### src/rtl/au_pkg.sv
// au_pkg: shared widths, opcode encodings and state enum for the arithmetic unit.
// The divider datapath is only built when AU_DIV_EN is defined.
package au_pkg;
    localparam int DATA_WIDTH   = 16;
    localparam int OPCODE_WIDTH = 4;
    localparam int CNT_W        = $clog2(DATA_WIDTH + 1);

    typedef enum logic [1:0] {
        OP_ADD = 2'b00,
        OP_SUB = 2'b01,
        OP_MUL = 2'b10,
        OP_DIV = 2'b11
    } au_op_e;

    typedef enum logic {
        IDLE,
        BUSY
    } state_e;

    localparam logic [DATA_WIDTH-1:0] DIV0_RESULT = '1;
endpackage

### src/rtl/au_muldiv_core.sv
// au_muldiv_core: shared shift engine, shift-add multiply or restoring divide, one bit per step.
// The restoring-divide step exists only when AU_DIV_EN is defined; otherwise DIV yields 0.
module au_muldiv_core
    import au_pkg::*;
(
    input  logic                  Global_clk,
    input  logic                  Global_rst,
    input  logic                  start,
    input  logic                  step,
    input  logic                  div,
    input  logic [DATA_WIDTH-1:0] a,
    input  logic [DATA_WIDTH-1:0] b,
    output logic [DATA_WIDTH-1:0] result
);
    logic                  div_q;
    logic [DATA_WIDTH-1:0] r, q, d;

`ifdef AU_DIV_EN
    logic [DATA_WIDTH:0] trial;
    assign trial = {r, q[DATA_WIDTH-1]} - {1'b0, d};
`endif

    // r: product accumulator / remainder, q: multiplier / quotient, d: multiplicand / divisor
    always_ff @(posedge Global_clk) begin
        if (Global_rst) begin
            div_q <= 1'b0;
            r     <= '0;
            q     <= '0;
            d     <= '0;
        end else if (start) begin
            div_q <= div;
            r     <= '0;
            q     <= div ? a : b;
            d     <= div ? b : a;
        end else if (step) begin
`ifdef AU_DIV_EN
            if (div_q) begin
                r <= trial[DATA_WIDTH] ? {r[DATA_WIDTH-2:0], q[DATA_WIDTH-1]} : trial[DATA_WIDTH-1:0];
                q <= {q[DATA_WIDTH-2:0], ~trial[DATA_WIDTH]};
            end else
`endif
            begin
                r <= r + (q[0] ? d : '0);
                q <= q >> 1;
                d <= d << 1;
            end
        end
    end

`ifdef AU_DIV_EN
    assign result = div_q ? q : r;
`else
    assign result = div_q ? '0 : r;
`endif
endmodule

### src/rtl/au.sv
// au: arithmetic unit with a fixed 17-edge start/ready handshake for ADD/SUB/MUL/DIV.
// Define AU_DIV_EN to build the divider; without it DIV completes with result 0.
module au
    import au_pkg::*;
(
    input  logic                    Global_clk,
    input  logic                    Global_rst,
    input  logic                    AU_op_enable,
    input  logic [OPCODE_WIDTH-1:0] Mode,
    input  logic [DATA_WIDTH-1:0]   AU_in1,
    input  logic [DATA_WIDTH-1:0]   AU_in2,
    output logic [DATA_WIDTH-1:0]   AU_out,
    output logic                    AU_ready
);
    state_e                state;
    logic [CNT_W-1:0]      cnt;
    logic                  valid_q;
    au_op_e                op_q, op_in;
    logic [DATA_WIDTH-1:0] addsub_q, core_res, done_res;
    logic                  accept, step, unused_imm;
`ifdef AU_DIV_EN
    logic                  b_zero_q;
`endif

    assign op_in      = au_op_e'(Mode[2:1]);
    assign accept     = (state == IDLE) && AU_op_enable;
    assign step       = (state == BUSY) && (cnt != CNT_W'(DATA_WIDTH));
    assign unused_imm = Mode[0];

    au_muldiv_core u_core (
        .Global_clk (Global_clk),
        .Global_rst (Global_rst),
        .start      (accept),
        .step       (step),
        .div        (op_in == OP_DIV),
        .a          (AU_in1),
        .b          (AU_in2),
        .result     (core_res)
    );

`ifdef AU_DIV_EN
    assign done_res = (op_q inside {OP_MUL, OP_DIV})
                    ? ((op_q == OP_DIV && b_zero_q) ? DIV0_RESULT : core_res) : addsub_q;
`else
    assign done_res = (op_q inside {OP_MUL, OP_DIV}) ? core_res : addsub_q;
`endif

    always_ff @(posedge Global_clk) begin
        if (Global_rst) begin
            state    <= IDLE;
            cnt      <= '0;
            valid_q  <= 1'b0;
            op_q     <= OP_ADD;
            addsub_q <= '0;
            AU_out   <= '0;
            AU_ready <= 1'b1;
`ifdef AU_DIV_EN
            b_zero_q <= 1'b0;
`endif
        end else if (state == IDLE) begin
            if (AU_op_enable) begin
                state    <= BUSY;
                cnt      <= '0;
                valid_q  <= Mode[OPCODE_WIDTH-1];
                op_q     <= op_in;
                addsub_q <= (op_in == OP_SUB) ? AU_in1 - AU_in2 : AU_in1 + AU_in2;
                AU_ready <= 1'b0;
`ifdef AU_DIV_EN
                b_zero_q <= (AU_in2 == '0);
`endif
            end
        end else if (cnt == CNT_W'(DATA_WIDTH)) begin
            state    <= IDLE;
            cnt      <= '0;
            AU_ready <= 1'b1;
            if (valid_q)
                AU_out <= done_res;
        end else begin
            cnt <= cnt + 1'b1;
        end
    end
endmodule

### config.mk
export PLATFORM = sky130hd
export DESIGN_NAME = au
export DESIGN_NICKNAME = d
export VERILOG_FILES = /design/src/rtl/au_pkg.sv /design/src/rtl/au_muldiv_core.sv /design/src/rtl/au.sv
export SDC_FILE = /design/constraint.sdc
export NUM_CORES = 1
export LEC_CHECK = 0
export CAP_MARGIN = 20
export CORE_ASPECT_RATIO = 2
export CORE_MARGIN = 1.5
export CORE_UTILIZATION = 52
export DETAILED_ROUTE_END_ITERATION = 16
export GPL_TIMING_DRIVEN = 0
export PLACE_DENSITY = 0.89
export SKIP_LAST_GASP = 1
export SYNTH_ARGS = -nofsm -noshare
export SYNTH_HDL_FRONTEND = slang
export SYNTH_SLANG_ARGS = --single-unit
### constraint.sdc
create_clock -name Global_clk -period 3.3 [get_ports Global_clk]
set_input_delay 0.66 -clock Global_clk [delete_from_list [all_inputs] [get_ports Global_clk]]
set_output_delay 0.66 -clock Global_clk [all_outputs]
set_load 0.1 [all_outputs]
==> flow_summary.yaml <==
clock_tree:
  root_buffer: "clkbuf_16"
  clkLatencyLatePin_ns: 0.35
  numCtsBuffers: 9
  clk_pin_slew_ns: 0.06
  cts_sinks: 90
  cts-htree-levels: 3
  clock_path_buffers: 2
  cts_tree: "yes"
layout:
  layout_commonest_cell: "dfxtp_1"
  fin_nets: 835
  antenna_cells: 0
  area_delta_synth_final_pct: 19.6
  instances_no_fill: 903
  seq_area_mm2: 0.00180
  nFillCells: 887
  multi_input_area_mm2: 0.00367
  mostFrequentLayoutCells: "dfxtp_1, nand2_1, nor2_1"
  drive_gt1_share_pct: 7.44
  final_util_pct: 63.9
die:
  die_area_mm2: 0.0114
  die_h_um: 150
  pin_count: 56
  fp.coreArea_mm2: 0.0105
  row_count: 53
  dieWidth_um: 76.4
  initial_core_util_pct: 53.4
sta:
  hold_viol: 0
  worstMarginPinSlew_ns: 0.974
  clock_skew_ns: 0.00784
  finalCritPeriodShare_pct: 93.9
  fmax_mhz: 323
  final_max_slew_viol_count: 0
  rsz0062_at_grt: "no"
  hold_ws_ns: 0.442
  relSlewSlack_pct: 34.9
  fin_crit_ns: 3.10
  setup_violations: 0
drt:
  drc: 0
  drt_iter0_drc: 277
  vias_per_cell: 6.01
  drtAntennaViolNets: 0
  wire_per_inst_um: 18.1
  dr.pass1.iters: 5
  routed_wl_um: 16300
  vias: 5424
yosys:
  yosysWarningCount: 0
  synth_seq_cells: 90
  yosysSeqAreaShare_pct: 32.2
  ys.flop_type: "dfxtp_1"
  async_flop_share_pct: 0
  synthesis.nets: 768
  avgSynthCellArea_um2: 8.07
  synth_cells: 694
  synth_area_mm2: 0.00560
  synth_edf_count: 0
  yosysUniqueCellTypes: 51
power_and_ir_drop:
  cellLeakagePower_nw: 2.80
  power.total_mw: 2.83
  pwr_density_cell_mw_per_mm2: 422
  ir_worst_vdd_v: 0.000299
critical_path:
  rrSetupSlack_ns: 0.45
  r2r-end: "u_core.r[14]"
  cp_data_required_time_ns: 3.57
  cp.arrival_ns: 3.37
  cp-start-kind: "input pin"
  cp_max_fo: 8
  crit_type: "in2reg"
  end_kind: "flip-flop"
  ff2ff_path_depth: 10
  reg2reg_from: "u_core.q[0]"
  critPathLaunch: "AU_in2[6]"
outcome:
  status: "finished, final reports clean"
flow_run:
  timing.max_cap.violations: 0
placed_design:
  dp_cells: 884
  dp_hpwl_um: 12500
  io_buffers: 53
  gp_congestion: 0.983
min_path:
  hold_end: "addsub_q[10]"
  hold_depth: 2
  holdCritStartpoint: "addsub_q[10]"
  hp-class: "reg2reg"
grt:
  grt_pass1_vias: 5399
  overflow: 0
  grt_pass1_wl_um: 25600
  grt_max_degree: 17
  track_usage_pct: 29.1
  grt_antenna_before_repair: 0
-- through the flow --
| step | setup WS, ns | area (um^2) | TNS (ns) |
|---|---|---|---|
| 4_1_cts | 0.00326 | 6640 | 0 |
| 6_report | 0.201 | 6690 | 0 |
| 2_1_floorplan | 0.137 | 5600 | 0 |
| 3_3_place_gp | -0.826 | 6300 | -5.48 |
| 3_5_place_dp | -0.828 | 6300 | -5.72 |
| 5_1_grt | 0.0399 | 6690 | 0 |
-- per-layer routing --
layer / global-route usage [%] / share of wire [%]
met1: 25.8 / 34
met2: 54.5 / 52
met3: 4.21 / 4.2
met4: 28.3 / 9.9
met5: 0 / 0
-- kinds of logic after synthesis --
logic type      share of synthesized area [%]
simple gates                             20.2
compound gates                           23.8
flops                                    32.2
buf+inv                                  3.78
xor+xnor                                 6.39
fa+ha+maj                                8.09
mux                                      5.54
-- sequential cells by signal, indices dropped and copies added, names as in the netlist --
signal / flops
u_core.d: 16
u_core.div_q: 1
AU_out: 16
op_q: 1
state: 1
valid_q: 1
AU_ready: 1
u_core.q: 16
cnt: 5
u_core.r: 16
addsub_q: 16
-- synthesized netlist by cell type (7+ instances only) --
cell	instances	area (um^2)
dfxtp_1	90	1800
nor2_1	62	233
xor2_1	14	123
ha_1	33	413
a211oi_1	25	188
a21oi_1	63	315
o31ai_1	7	52.6
mux2i_1	31	310
a21o_1	9	67.6
and2_1	16	100
nand2b_1	9	56.3
o21ai_1	17	85.1
inv_1	12	45.0
a22o_1	26	228
nor2b_1	24	150
xnor2_1	25	219
nand2_1	87	327
clkbuf_1	32	120
o21ai_0	35	175
-- worst max-delay path by stage --
stage | depth (start not counted) | endpoint | slack [ns]
after floorplan | 14 | addsub_q[14] | 0.14
after global placement | 15 | addsub_q[14] | -0.83
after detailed placement | 15 | addsub_q[14] | -0.83
after CTS | 14 | addsub_q[15] | 0.003
after global routing | 14 | addsub_q[15] | 0.04
final | 12 | addsub_q[15] | 0.20
-- cell type report --
class / instances / share of cell area [%]
clock buffers: 10 / 3.57
repair buffers: 58 / 8.32
inverters: 12 / 0.673
well taps: 137 / 2.56
clock inverters: 6 / 0.748
flip-flops and latches: 90 / 26.9
multi-input cells: 552 / 54.8
plain buffers: 38 / 2.37
-- report_power, final --
group	internal (mW)	switching, mW
Sequential	1.14	0.0402
Clock	0.538	0.466
Combinational	0.270	0.370
-- critical path, cell delays in order --
cell,delay (ns)
dlygate4sd2_1,0.33
or4_4,0.46
o31ai_2,0.26
xor2_1,0.17
ha_1,0.34
nand2_1,0.11
o21ai_1,0.08
or3_1,0.33
a21oi_2,0.16
o31ai_2,0.09
xnor2_1,0.15
a211oi_2,0.21
-- repair_timing --
| item | in CTS | in global routing |
|---|---|---|
| setup buffers | 3 | 2 |
| hold buffers | 0 | 0 |
| pin swaps | 3 | 5 |
| endpoints found under the setup margin | 9 | 6 |
| gates resized for setup | 13 | 28 |
| endpoints found under the hold margin | 0 | 0 |
(Power assumes the default switching activity.)
==> variant (same flow settings) <==
The package constant `DATA_WIDTH` goes from 16 to 32.
--- a/src/rtl/au_pkg.sv
+++ b/src/rtl/au_pkg.sv
@@ -2,5 +2,5 @@
 // The divider datapath is only built when AU_DIV_EN is defined.
 package au_pkg;
-    localparam int DATA_WIDTH   = 16;
+    localparam int DATA_WIDTH   = 32;
     localparam int OPCODE_WIDTH = 4;
     localparam int CNT_W        = $clog2(DATA_WIDTH + 1);
Ports: changed (resized AU_in1, AU_in2 and AU_out); port bits go from 56 to 104. The function was not compared with the original's and may differ.
==> variant against the unedited design <==
The run now ends with negative setup slack left; setup slack worse by 0.57 ns; routed wire length rose by 120%; sequential cell count increased by 81; final cell count increased by 100%; area after synthesis rose by 99%; fmax shrank 16%; total power rose by 110%; count of clock-buffer cells in the layout rose by 10; core utilization grew 2.7 points; non-clock buffer count increased by 118; design area is 110% higher; first-iteration DRC count rose to 2.7 times the old value; critical path type unchanged; largest cell class unchanged; largest power group unchanged.
==> variant: results (changes against the unedited design) <==
stage,metric,value,unit,change
run_status,status,"complete, but fails checks",,"was complete, no violations"
run_status,violations in the final reports,negative setup slack,,
sta,Worst-Margin Slew,0.9808,ns,was 0.9742 ns
global_routing,M1 GR Usage,0.3126,,was 0.2577
layout,share of cell area taken by multi-input logic gates,0.5672,,was 0.5484
clocking,H-tree Lvls,4,,was 3
clocking,number of instances resized during post-cts repair,104,,was 13
layout,layout multi-input combinational cell count,1122,,was 552
layout,# clk buffers,20,,was 10
placed_design,placed wire-length estimate,26690,um,was 12530 um
sta,Setup Skew,0.008852,ns,was 0.007841 ns
critical_path,slowest cell delay on critical path,0.55,ns,was 0.46 ns
layout,nonclk buf count,214,,was 96
layout,Final Net Count,1687,,was 835
global_routing,Total Routing Usage GR,0.3106,,was 0.2911
logic_synthesis,unique cell type count in the Yosys netlist,64,,was 51
placed_design,dpl ws,-1.885,ns,was -0.8276 ns
sta,Final setup viols,11,,was 0
hold_path,hold worst-path end,addsub_q[30],,was addsub_q[10]
layout,total of fill cells in the finished design,1745,,was 887
clocking,Setup Buffers After CTS,22,,was 3
critical_path,cell count of the worst reg-to-reg path,13,,was 10
power,leakage,5.913,nW,was 2.798 nW
logic_synthesis,proportion of synthesized area in mux cells,0.05837,,was 0.05542
detailed_routing,1st-iter DRT viols,759,,was 277
layout,"Core Util, Final",0.6660,,was 0.6389
critical_path,terminus of the critical flop-to-flop path,u_core.r[31],,was u_core.r[14]
detailed_routing,number of search-and-repair iterations in the first detailed-routing pass,6,,was 5
logic_synthesis,share of the synthesized area in compound gates (AO/OA/AOI/OAI),0.2653,,was 0.2380
clocking,clock sink total,171,,was 90
critical_path,register-to-register path setup slack,0.10,ns,was 0.45 ns
global_routing,first-pass GRT wire length,54600,um,was 25590 um
sta,post-route worst setup slack,-0.3672,ns,was 0.2013 ns
detailed_routing,average detailed-routed wire length per instance,19.19,um,was 18.08 um
logic_synthesis,"post-synthesis share of cell area spent on full adders, half adders and majority gates",0.07655,,was 0.08089
detailed_routing,total via count after detailed routing,11180,,was 5424
logic_synthesis,number of nets produced by synthesis,1539,,was 768
layout,fraction of area in clock buffers and inverters,0.04084,,was 0.04318
placed_design,number of buffers added on ports,100,,was 53
global_routing,global routing met3 resource utilization,0.05597,,was 0.04207
==> variant: cell count changes after synthesis, sizes merged, moves of 34 or more <==
cell and delta:
mux2i +34, dfxtp +81, nor2 +101, clkbuf +45
nand2 +50, a21oi +132, a22o +43
==> variant: routing by layer <==
layer / wire length [um] / share of wire / vias up
met4: 2505 / 0.071 / 0
met5: 0 / 0 / -
met2: 18370 / 0.52 / 454
li1: - / - / 5309
met1: 12540 / 0.36 / 5255
met3: 1714 / 0.049 / 166
==> variant: worst max-delay path by stage <==
stage | startpoint | endpoint | slack, ns | cells after the start
CTS | AU_in2[10] | addsub_q[31] | -0.45 | 16
global route | AU_in2[4] | addsub_q[31] | -0.51 | 16
floorplan | AU_in2[3] | addsub_q[31] | -0.45 | 15
finish | AU_in2[0] | addsub_q[31] | -0.37 | 17
global placement | Mode[1] | addsub_q[31] | -1.87 | 16
detailed placement | Mode[1] | addsub_q[31] | -1.88 | 16
==> variant: kinds of logic after synthesis <==
logic type	count (synthesis)
AOI/OAI and AO/OA	455
and+or+nand+nor	447
adders and majority gates	67
muxes	65
DFF	171
buffers and inverters	108
xor gates and xnor gates	88
==> variant: through the flow <==
stage / power [mW] / hold WS, ns / cells / TNS (ns)
3_5_place_dp: 3.682 / 0.4378 / 1770 / -41.38
6_report: 5.870 / 0.4467 / 1831 / -2.854
2_1_floorplan: 3.247 / 0.4173 / 1401 / -2.585
5_1_grt: 6.091 / 0.4657 / 1831 / -4.610
3_3_place_gp: 3.651 / 0.4280 / 1770 / -39.42
4_1_cts: 5.724 / 0.4481 / 1823 / -4.412
==> variant: power breakdown <==
part | switching, mW | leakage, nW | internal [mW]
combinational | 0.921 | 4.26 | 0.693
sequential | 0.0840 | 1.40 | 2.19
clock | 0.896 | 0.261 | 1.08
total | 1.90 | 5.91 | 3.97
